## src/rtl/lfsr_prng_gen.sv

```systemverilog
// Galois-LFSR pseudo-random word generator with seed load and req/valid/busy handshake.
// Optional zero-seed lockup guard enabled by defining LFSR_LOCKUP_GUARD_EN.
module lfsr_prng_gen #(
    parameter int               WIDTH        = 16,
    parameter logic [WIDTH-1:0] TAPS         = 16'hB400,
    parameter int               OUT_BITS     = 8,
    parameter logic [WIDTH-1:0] DEFAULT_SEED = 16'h0001
) (
    input  logic                wb_clk_i,
    input  logic                wb_rst_i,
    input  logic [WIDTH-1:0]    seed_in,
    input  logic                seed_load,
    input  logic                req,
    output logic [OUT_BITS-1:0] rnd_out,
    output logic                rnd_valid,
    output logic                busy,
    output logic [WIDTH-1:0]    lfsr_q,
    output logic                lock_err
);

    localparam int CW = $clog2(OUT_BITS + 1);
    localparam logic [CW-1:0] LAST_STEP = CW'(OUT_BITS - 1);

    typedef enum logic {IDLE, GEN} state_t;

    state_t                state, state_nxt;
    logic [WIDTH-1:0]      lfsr_nxt;
    logic [OUT_BITS-2:0]   shreg, shreg_nxt;
    logic [CW-1:0]         cnt, cnt_nxt;
    logic [OUT_BITS-1:0]   rnd_out_nxt;
    logic                  rnd_valid_nxt;
    logic                  busy_nxt;
    logic                  lock_err_nxt;

    logic [WIDTH-1:0]      step_in;
    logic                  fb;
    logic [WIDTH-1:0]      stepped;
    logic [OUT_BITS-1:0]   shifted;

    always_ff @(posedge wb_clk_i) begin
        if (wb_rst_i) begin
            state     <= IDLE;
            lfsr_q    <= DEFAULT_SEED;
            shreg     <= '0;
            cnt       <= '0;
            rnd_out   <= '0;
            rnd_valid <= 1'b0;
            busy      <= 1'b0;
            lock_err  <= 1'b0;
        end else begin
            state     <= state_nxt;
            lfsr_q    <= lfsr_nxt;
            shreg     <= shreg_nxt;
            cnt       <= cnt_nxt;
            rnd_out   <= rnd_out_nxt;
            rnd_valid <= rnd_valid_nxt;
            busy      <= busy_nxt;
            lock_err  <= lock_err_nxt;
        end
    end

    always_comb begin
        step_in = lfsr_q;
`ifdef LFSR_LOCKUP_GUARD_EN
        // A stuck-at-zero register is restarted from the default seed.
        if (lfsr_q == '0)
            step_in = DEFAULT_SEED;
`endif
        fb      = step_in[0];
        stepped = fb ? ((step_in >> 1) ^ TAPS) : (step_in >> 1);
        shifted = {shreg, fb};
    end

    always_comb begin
        state_nxt     = state;
        lfsr_nxt      = lfsr_q;
        shreg_nxt     = shreg;
        cnt_nxt       = cnt;
        rnd_out_nxt   = rnd_out;
        rnd_valid_nxt = 1'b0;
        busy_nxt      = 1'b0;
        lock_err_nxt  = 1'b0;

        case (state)
            IDLE: begin
                if (seed_load) begin
                    lfsr_nxt = seed_in;
`ifdef LFSR_LOCKUP_GUARD_EN
                    if (seed_in == '0) begin
                        lfsr_nxt     = DEFAULT_SEED;
                        lock_err_nxt = 1'b1;
                    end
`endif
                end
                if (req) begin
                    state_nxt = GEN;
                    cnt_nxt   = '0;
                    busy_nxt  = 1'b1;
                end
            end
            GEN: begin
                lfsr_nxt  = stepped;
                shreg_nxt = shifted[OUT_BITS-2:0];
                cnt_nxt   = cnt + CW'(1);
                if (cnt == LAST_STEP) begin
                    rnd_out_nxt   = shifted;
                    rnd_valid_nxt = 1'b1;
                    state_nxt     = IDLE;
                end else begin
                    busy_nxt = 1'b1;
                end
            end
            default: state_nxt = IDLE;
        endcase
    end

endmodule

```

## config.mk

```make
export PLATFORM = sky130hd
export DESIGN_NAME = lfsr_prng_gen
export DESIGN_NICKNAME = d
export VERILOG_FILES = /design/src/rtl/lfsr_prng_gen.sv
export SDC_FILE = /design/constraint.sdc
export NUM_CORES = 1
export LEC_CHECK = 0
export CORE_MARGIN = 10
export CORE_UTILIZATION = 30
export DETAILED_ROUTE_END_ITERATION = 8
export GPL_TIMING_DRIVEN = 0
export SYNTH_ARGS = -nofsm -noshare
export SYNTH_HDL_FRONTEND = slang
export SYNTH_SLANG_ARGS = --single-unit
```

## constraint.sdc

```tcl
create_clock -name wb_clk_i -period 1.1 [get_ports wb_clk_i]
set_input_delay 0.165 -clock wb_clk_i [delete_from_list [all_inputs] [get_ports wb_clk_i]]
set_output_delay 0.165 -clock wb_clk_i [all_outputs]
set_load 0.05 [all_outputs]
```

* After elaboration in Yosys (flattened, before gate mapping)
Index checks and enable logic that the tools add are counted.
** Cells by class
- Add/subtract/negate cells :: 1
- Equal/unequal tests :: 3
- Reduce and logical (&&, ||, !) cells :: 2
- Multiplexer cells :: 9
- Bitwise operators :: 2
** Operator list (count)
- $mux 16 :: 2
- $pmux 16 s2 :: 1
- $pmux 4 s2 :: 1
- $add 4x1->4 const B :: 1
- $eq 4x3->1 const B :: 1
- $mux 4 :: 1
- $ne 2x2->1 const B :: 2
- $not 3->4 :: 1
- $mux 1 :: 3
- $pmux 1 s2 :: 1
- $reduce_and 2->1 :: 1
- $reduce_or 2->1 :: 1
- $not 1->1 :: 1
** Word-level totals
- Output and inout port bits :: 27
- Input port bits :: 20
- Word-level logic and storage cells :: 23
- Register bits after elaboration :: 37

* Longest topological paths before layout
Gate-level depths: netlist of run 1.
- Depth after elaboration :: 3
- Mapped depth :: 5

* Worst setup path after synthesis of run 1
OpenSTA, ideal clock, no wires.
- Path kind :: register -> register
- Start point :: reg state
- End point :: reg shreg[2]
- Path buffers :: 2
- Required time :: 0.972 ns
- Setup time :: 0.128 ns
- Setup slack :: -0.336 ns
- Arrival :: 1.308 ns
- Stages on the path, launching flop included :: 5
- Cell sequence :: dfxtp_1 buf_4 buf_2 mux2i_1 nor2_1
** RTL lines
- from (decl) :: line 26 : state_t state, state_nxt;
- from (signal assigned) :: line 51 : state <= state_nxt;
- to (signal assigned) :: line 53 : shreg <= shreg_nxt;
- to (decl) :: line 28 : logic [OUT_BITS-2:0] shreg, shreg_nxt;

* Worst setup path after layout of run 1
- Start point :: reg cnt[0]
- End point :: reg rnd_out[7]
** Between the ends
- Longest elaborated chain between the ends :: 2
** Ends and longest elaborated chain
- from (decl) :: line 29 : logic [CW-1:0] cnt, cnt_nxt;
- from (signal assigned) :: line 54 : cnt <= cnt_nxt;
- $eq 4x3->1 :: line 105 : if (cnt == LAST_STEP) begin
- $reduce_and 2->1 (no source line)
- to (signal assigned) :: line 55 : rnd_out <= rnd_out_nxt;
- to (decl) :: line 14 : output logic [OUT_BITS-1:0] rnd_out,
Every way passes these cells.
A chain may end at the register's enable or synchronous reset.

==> results of run 1 <==
cell usage after synthesis:
library cell / number
nor3_1: 1
inv_1: 2
dfxtp_1: 37
buf_2: 4
nand2_1: 18
ha_1: 1
a211oi_1: 7
nand3_1: 1
and4b_1: 1
and2b_2: 3
buf_4: 4
xor2_1: 1
mux2_2: 6
mux2_4: 6
nand4b_2: 1
nor3b_1: 3
nand2b_1: 2
xnor2_1: 3
a21oi_1: 13
clkbuf_1: 1
buf_6: 1
nor2_1: 23
conb_1: 1
o21a_1: 2
buf_1: 2
buf_12: 1
mux2i_1: 19
worst max-delay path by stage:
stage | start | endpoint | slack (ns) | depth (start not counted)
after floorplan | state | lfsr_q[1] | 0.002 | 4
after global placement | lfsr_q[11] | lfsr_q[11] | -0.26 | 1
final | cnt[0] | rnd_out[7] | -0.04 | 5
after detailed placement | lfsr_q[14] | lfsr_q[14] | -0.25 | 1
after CTS | cnt[1] | rnd_out[7] | -0.03 | 5
after global routing | cnt[1] | rnd_out[3] | -0.11 | 5
cell usage in the layout (no fill, tap or decap), drive strengths merged, types with 2 or more instances in the layout:
| master | count |
|---|---|
| mux2 | 12 |
| nor3b | 3 |
| and2b | 3 |
| nor2 | 23 |
| o21a | 2 |
| dfxtp | 37 |
| a21oi | 13 |
| a211oi | 7 |
| buf | 28 |
| xnor2 | 3 |
| clkbuf | 18 |
| nand2 | 18 |
| inv | 2 |
| nand2b | 2 |
| mux2i | 19 |
| clkdlybuf4s50 | 17 |
repair_timing:
action	CTS	global route
gates cloned	0	1
pin swaps	2	0
hold buffers	0	0
setup endpoints to repair	36	43
gates resized for setup	142	33
worst register-to-register path, cell delays in order (launching register included):
cell and delay [ns]:
dfxtp_4 0.37, ha_4 0.17, and4b_1 0.19, buf_6 0.14, nand2_1 0.08, a21oi_2 0.05
stage by stage:
stage / hold WS [ns] / area [um^2] / util [%]
2_1_floorplan: 0.317 / 1650 / -
3_3_place_gp: 0.447 / 2170 / 41.9
3_5_place_dp: 0.451 / 2170 / 41.9
4_1_cts: 0.175 / 2190 / 42.3
5_1_grt: 0.195 / 2310 / 44.8
6_report: 0.171 / 2310 / 44.8
flip-flops by register name (all words and copies together) (netlist names):
signal	flops
cnt	4
lfsr_q	16
rnd_out	8
rnd_valid	1
shreg	7
state	1
power by group:
group	internal, W	leakage [nW]	switching, W	total [W]
clock network	0.000670	0.0528	0.000494	0.00116
registers	0.00140	0.305	0.0000511	0.00145
logic	0.000311	0.616	0.000363	0.000674
metal layers:
layer / routed length [um] / vias up / GRT usage (%)
met2: 1850 / 36 / 15.0
met3: 466 / 4 / 6.71
met5: 0 / - / 0
li1: - / 650 / -
met4: 33 / 0 / 3.92
met1: 1820 / 592 / 10.4
cell type report:
type                       count  area, um^2  share of cell area [%]
sequential                    37         758                    32.8
multi-input combinational    112         835                    36.1
clock inverter                 2        33.8                    1.46
inverter                       2        7.51                   0.324
tap                           70        87.6                    3.78
buffer                        13         149                    6.43
clock buffer                   6        72.6                    3.14
timing repair buffer          44         372                    16.1
logic make-up (layout without fill, tap and decap cells):
logic type      count (synthesis)  count (layout)
mux                            31              31
xor+xnor                        4               4
other cells                     1               1
compound gates                 22              22
simple gates                   53              53
buf+inv                        15              67
fa+ha+maj                       1               1
flops                          37              37
==> flow_summary.ini, run 1 <==
[clock_tree]
htree_num_levels = 2
cts_root_buf = clkbuf_8
cts_tree = built
clk_pin_slew_worst_paths_ns = 0.08
clock_sinks = 37
cts_buffer_depth = 2
postCtsSetupRepairBufs = 0
worstSkewPairLatency_ns = 0.30
cts_made_buffers = 5

[global_route]
grt_pass1_vias = 1400
gr-total-overflow = 0
grt_max_degree = 12
grtUsageTotal_pct = 9.84
grt_pass1_wl_um = 6780
grt_antenna_before_repair = 0

[routing]
wire_per_inst_um = 14.6
drc = 0
route.vias.total = 1282
viasPerCell = 4.48
drt-total-wl_um = 4170
ant_nets = 0
drt_iter0_markers = 57
dr.pass1.iters = 4

[yosys]
synth_compound_area_share_pct = 8.17
netlist_area_um2 = 1620
synth_xor_area_share_pct = 2.16
ys_ff_latch = 37
syn_nets = 185
syn_avg_cell_area_um2 = 9.90
synth-simple-area-share_pct = 15.4
synth_top_area_share_pct = 45.6
synthTopCellsByArea = dfxtp_1 46%, mux2i_1 12%, mux2_4 5.6%, nor2_1 5.3%, nand2_1 4.2%
synth.distinct_cells = 27
seq_area_frac_synth_pct = 45.6
netlist_instances = 164
synth_fa_ha_area_share_pct = 0.771
synthMuxAreaShare_pct = 21.4
ys_warn_count = 0
yosysTopAreaCell = dfxtp_1
synth_top_family_by_area = multiplexers

[critical_path]
endpoint_kind = flop
crit_chain = ha_4 > and4b_1 > buf_6 > nand2_1 > a21oi_2
r2r_slack_ns = -0.04
critPathMaxFanout = 9
arrival_ns = 1.29
path_buf_inv = 1
rr_startpoint = cnt[0]
r2r_cells = 5
required_ns = 1.25
critPathTopFamily = flip-flops
reg2reg_to = rnd_out[7]
slowest_stage = dfxtp_4
worstSetupPathType = flop to flop
crit_path_start_kind = flop
slowest_delay_ns = 0.37

[power_and_ir_drop]
p_leak_nw = 0.974
power.density_nw_per_um2 = 1420
vdd_ir_drop_max_uv = 602
total_power_w = 0.00329

[floorplanning]
num_rows = 26
dieArea_um2 = 8750
pin_count = 47
die_w_um = 93.6
floorplan.initialDensity_pct = 31.4
core_um2 = 5170
fp.dieH_um = 93.6

[outcome]
status = finished with violations
failed_checks = negative setup slack

[finish]
fill_cells = 524
fin_nets = 236
antenna_cells = 0
syn2layout_area_growth_pct = 42.6
drive_gt1_share_pct = 35.2
fin_cells = 286

[timing]
slew_violations = 0
finalClockSkew_ns = 0.0120
hold_viol_final = 0
min_period_ns = 1.14
setup_tns_ns = -0.178
rsz0062_at_grt = true
fmax_mhz = 877
worst_slack_ns = -0.0400
relSlewSlack_pct = 62.0
worst_slew_pin_slew_ns = 0.570
finalSetupViolCount = 8
period_share_pct = 104

[hold_path]
hold_end = rnd_out[5]
hold_depth = 2
min_from = wb_rst_i
hold_path.class = input port to flop

[placement]
gp_congestion = 0.698
numPortBuffers = 43
dpl.hpwl_um = 2910
dp_worst_setup_slack_ns = -0.253
dp_cells = 277

[job]
maxCapViolCount = 0
Power figures use the tool's default switching activity.
==> inputs of run 2 (changes only) <==
GPL_ROUTABILITY_DRIVEN = 0   (was unset)
clock period = 1.15 ns   (was 1.1 ns; I/O delays follow)
==> run 2 against run 1 <==
The flow now finishes without violations. Clock power about the same. Non-clock buffer count decreased by 1. Combinational power decreased by 12%. Power decreased by 3.9%. Flip-flop and latch count unchanged. Sequential power decreased by 5%. Global-route usage decreased by 0.43 points. Critical path depth unchanged. Largest power group unchanged. Count of clock-buffer cells in the layout unchanged. Maximum frequency increased by 0.86%.
==> flow_summary.ini, run 2 (synthesis gave the netlist of run 1 again) <==
[finish]
largest_register_ffs = 16
top_regs = lfsr_q (16), rnd_out (8), shreg (7)
largest-register = lfsr_q
fin_cells = 285
fin_nets = 235
final_util_pct = 43.0
drive_gt1_share_pct = 32.6
syn2layout_area_growth_pct = 36.9
final_common_cell = dfxtp_1
antenna_cells = 0
mostFrequentLayoutCells = 31 x dfxtp_1, 24 x buf_2, 23 x nor2_1

[critical_path]
crit_chain = ha_4 > and4b_1 > buf_6 > nand2_1 > a21oi_2
r2r_cells = 5
r2r_slack_ns = 0.02
critPathMaxFanout = 9
slowest_delay_ns = 0.37
slowest_stage = dfxtp_4
arrival_ns = 1.28
reg2reg_to = rnd_out[7]
critPathTopFamily = flip-flops
path_buf_inv = 1
rr_startpoint = cnt[0]
endpoint_kind = flop
crit_path_start_kind = flop
worstSetupPathType = flop to flop
required_ns = 1.30

[global_route]
grt_pass1_wl_um = 6620
gr-total-overflow = 0
grt_most_used_layer = met2
use_met2_pct = 13.5
grt_antenna_before_repair = 0
use_met1_pct = 11.3
grt_max_degree = 13
grtUsageTotal_pct = 9.40
grt_use_met3_pct = 5.20
grt_pass1_vias = 1369

[clock_tree]
cts_tree = built
cts_root_buf = clkbuf_8
htree_num_levels = 2
cts_buffer_depth = 2
clock_sinks = 37
cts_made_buffers = 5
worstSkewPairLatency_ns = 0.29
clk_pin_slew_worst_paths_ns = 0.08
hold_buffers = 0

[hold_path]
hold_end = rnd_out[5]
hold_depth = 2
min_from = wb_rst_i
hold_path.class = input port to flop

[power_and_ir_drop]
vdd_ir_drop_max_uv = 695
power.density_nw_per_um2 = 1420
p_leak_nw = 0.957
total_power_w = 0.00316

[routing]
wire_per_inst_um = 14.0
dr.pass1.iters = 4
ant_nets = 0
drt-total-wl_um = 3990
viasPerCell = 4.43
route.vias.total = 1262
drt_iter0_markers = 61
drc = 0

[timing]
finalSetupViolCount = 0
min_period_ns = 1.13
period_share_pct = 98.3
fmax_mhz = 885
rsz0062_at_grt = true
slew_violations = 0
finalClockSkew_ns = 0.0120
worst_slew_pin_slew_ns = 0.546
hold_viol_final = 0
relSlewSlack_pct = 63.6
setup_tns_ns = 0
worst_slack_ns = 0.0198

[outcome]
status = complete, no violations

[floorplanning]
die_w_um = 93.6
dieArea_um2 = 8750
floorplan.initialDensity_pct = 31.4
num_rows = 26
fp.dieH_um = 93.6
core_um2 = 5170
pin_count = 47

[job]
maxCapViolCount = 0

[placement]
dp_worst_setup_slack_ns = -0.219
dp_cells = 277
numPortBuffers = 43
dpl.hpwl_um = 2840
## run 2: changes by cell type in the layout (fill, tap and decap cells not counted), sizes merged
cell	before	now
clkinvlp	0	1
buf	28	34
clkinv	1	0
clkbuf	18	11
## run 2: power breakdown
part | switching (W) | internal, W
registers | 0.0000462 | 0.00134
clock network | 0.000477 | 0.000705
logic | 0.000339 | 0.000255
total | 0.000862 | 0.00230
## run 2: through the flow
| stage | cell area [um^2] | hold WS, ns |
|---|---|---|
| 2_1_floorplan | 1640 | 0.325 |
| 3_3_place_gp | 2150 | 0.445 |
| 3_5_place_dp | 2150 | 0.449 |
| 4_1_cts | 2180 | 0.174 |
| 5_1_grt | 2220 | 0.186 |
| 6_report | 2220 | 0.171 |
## run 2: timing repair
action,4_1_cts,5_1_grt
resized for setup,137,15
setup buffers,0,0
pin swaps,1,0
setup endpoints to repair,36,34
## run 2: layer usage
| metal | share of wire [%] | vias to the layer above | routed length (um) |
|---|---|---|---|
| li1 | - | 654 | - |
| met1 | 46 | 559 | 1840 |
| met2 | 42 | 41 | 1670 |
| met3 | 10 | 8 | 409 |
| met4 | 1.9 | 0 | 76 |
| met5 | 0 | - | 0 |
## run 2: worst reg2reg max path: stages, from the launching register on
cell and delay, ns:
dfxtp_4 0.37, ha_4 0.17, and4b_1 0.19, buf_6 0.14, nand2_1 0.08, a21oi_2 0.05
## run 2: how the worst max path moves through the flow
stage	start	slack [ns]	endpoint	cells after the start
after global routing	cnt[1]	-0.05	rnd_out[7]	5
after global placement	lfsr_q[11]	-0.22	lfsr_q[11]	1
after CTS	state	-0.003	lfsr_q[4]	4
final	cnt[0]	0.02	rnd_out[7]	5
after detailed placement	lfsr_q[11]	-0.22	lfsr_q[11]	1
after floorplan	lfsr_q[10]	0.01	lfsr_q[10]	3
## run 2: cell type report
type | count | area (um^2)
repair buffers | 43 | 310
fillers | 508 | 2950
inverters | 2 | 7.51
plain buffers | 13 | 129
multi-input cells | 112 | 815
flip-flops and latches | 37 | 753
well taps | 70 | 87.6
clock buffers | 6 | 82.6
clock inverters | 2 | 37.5
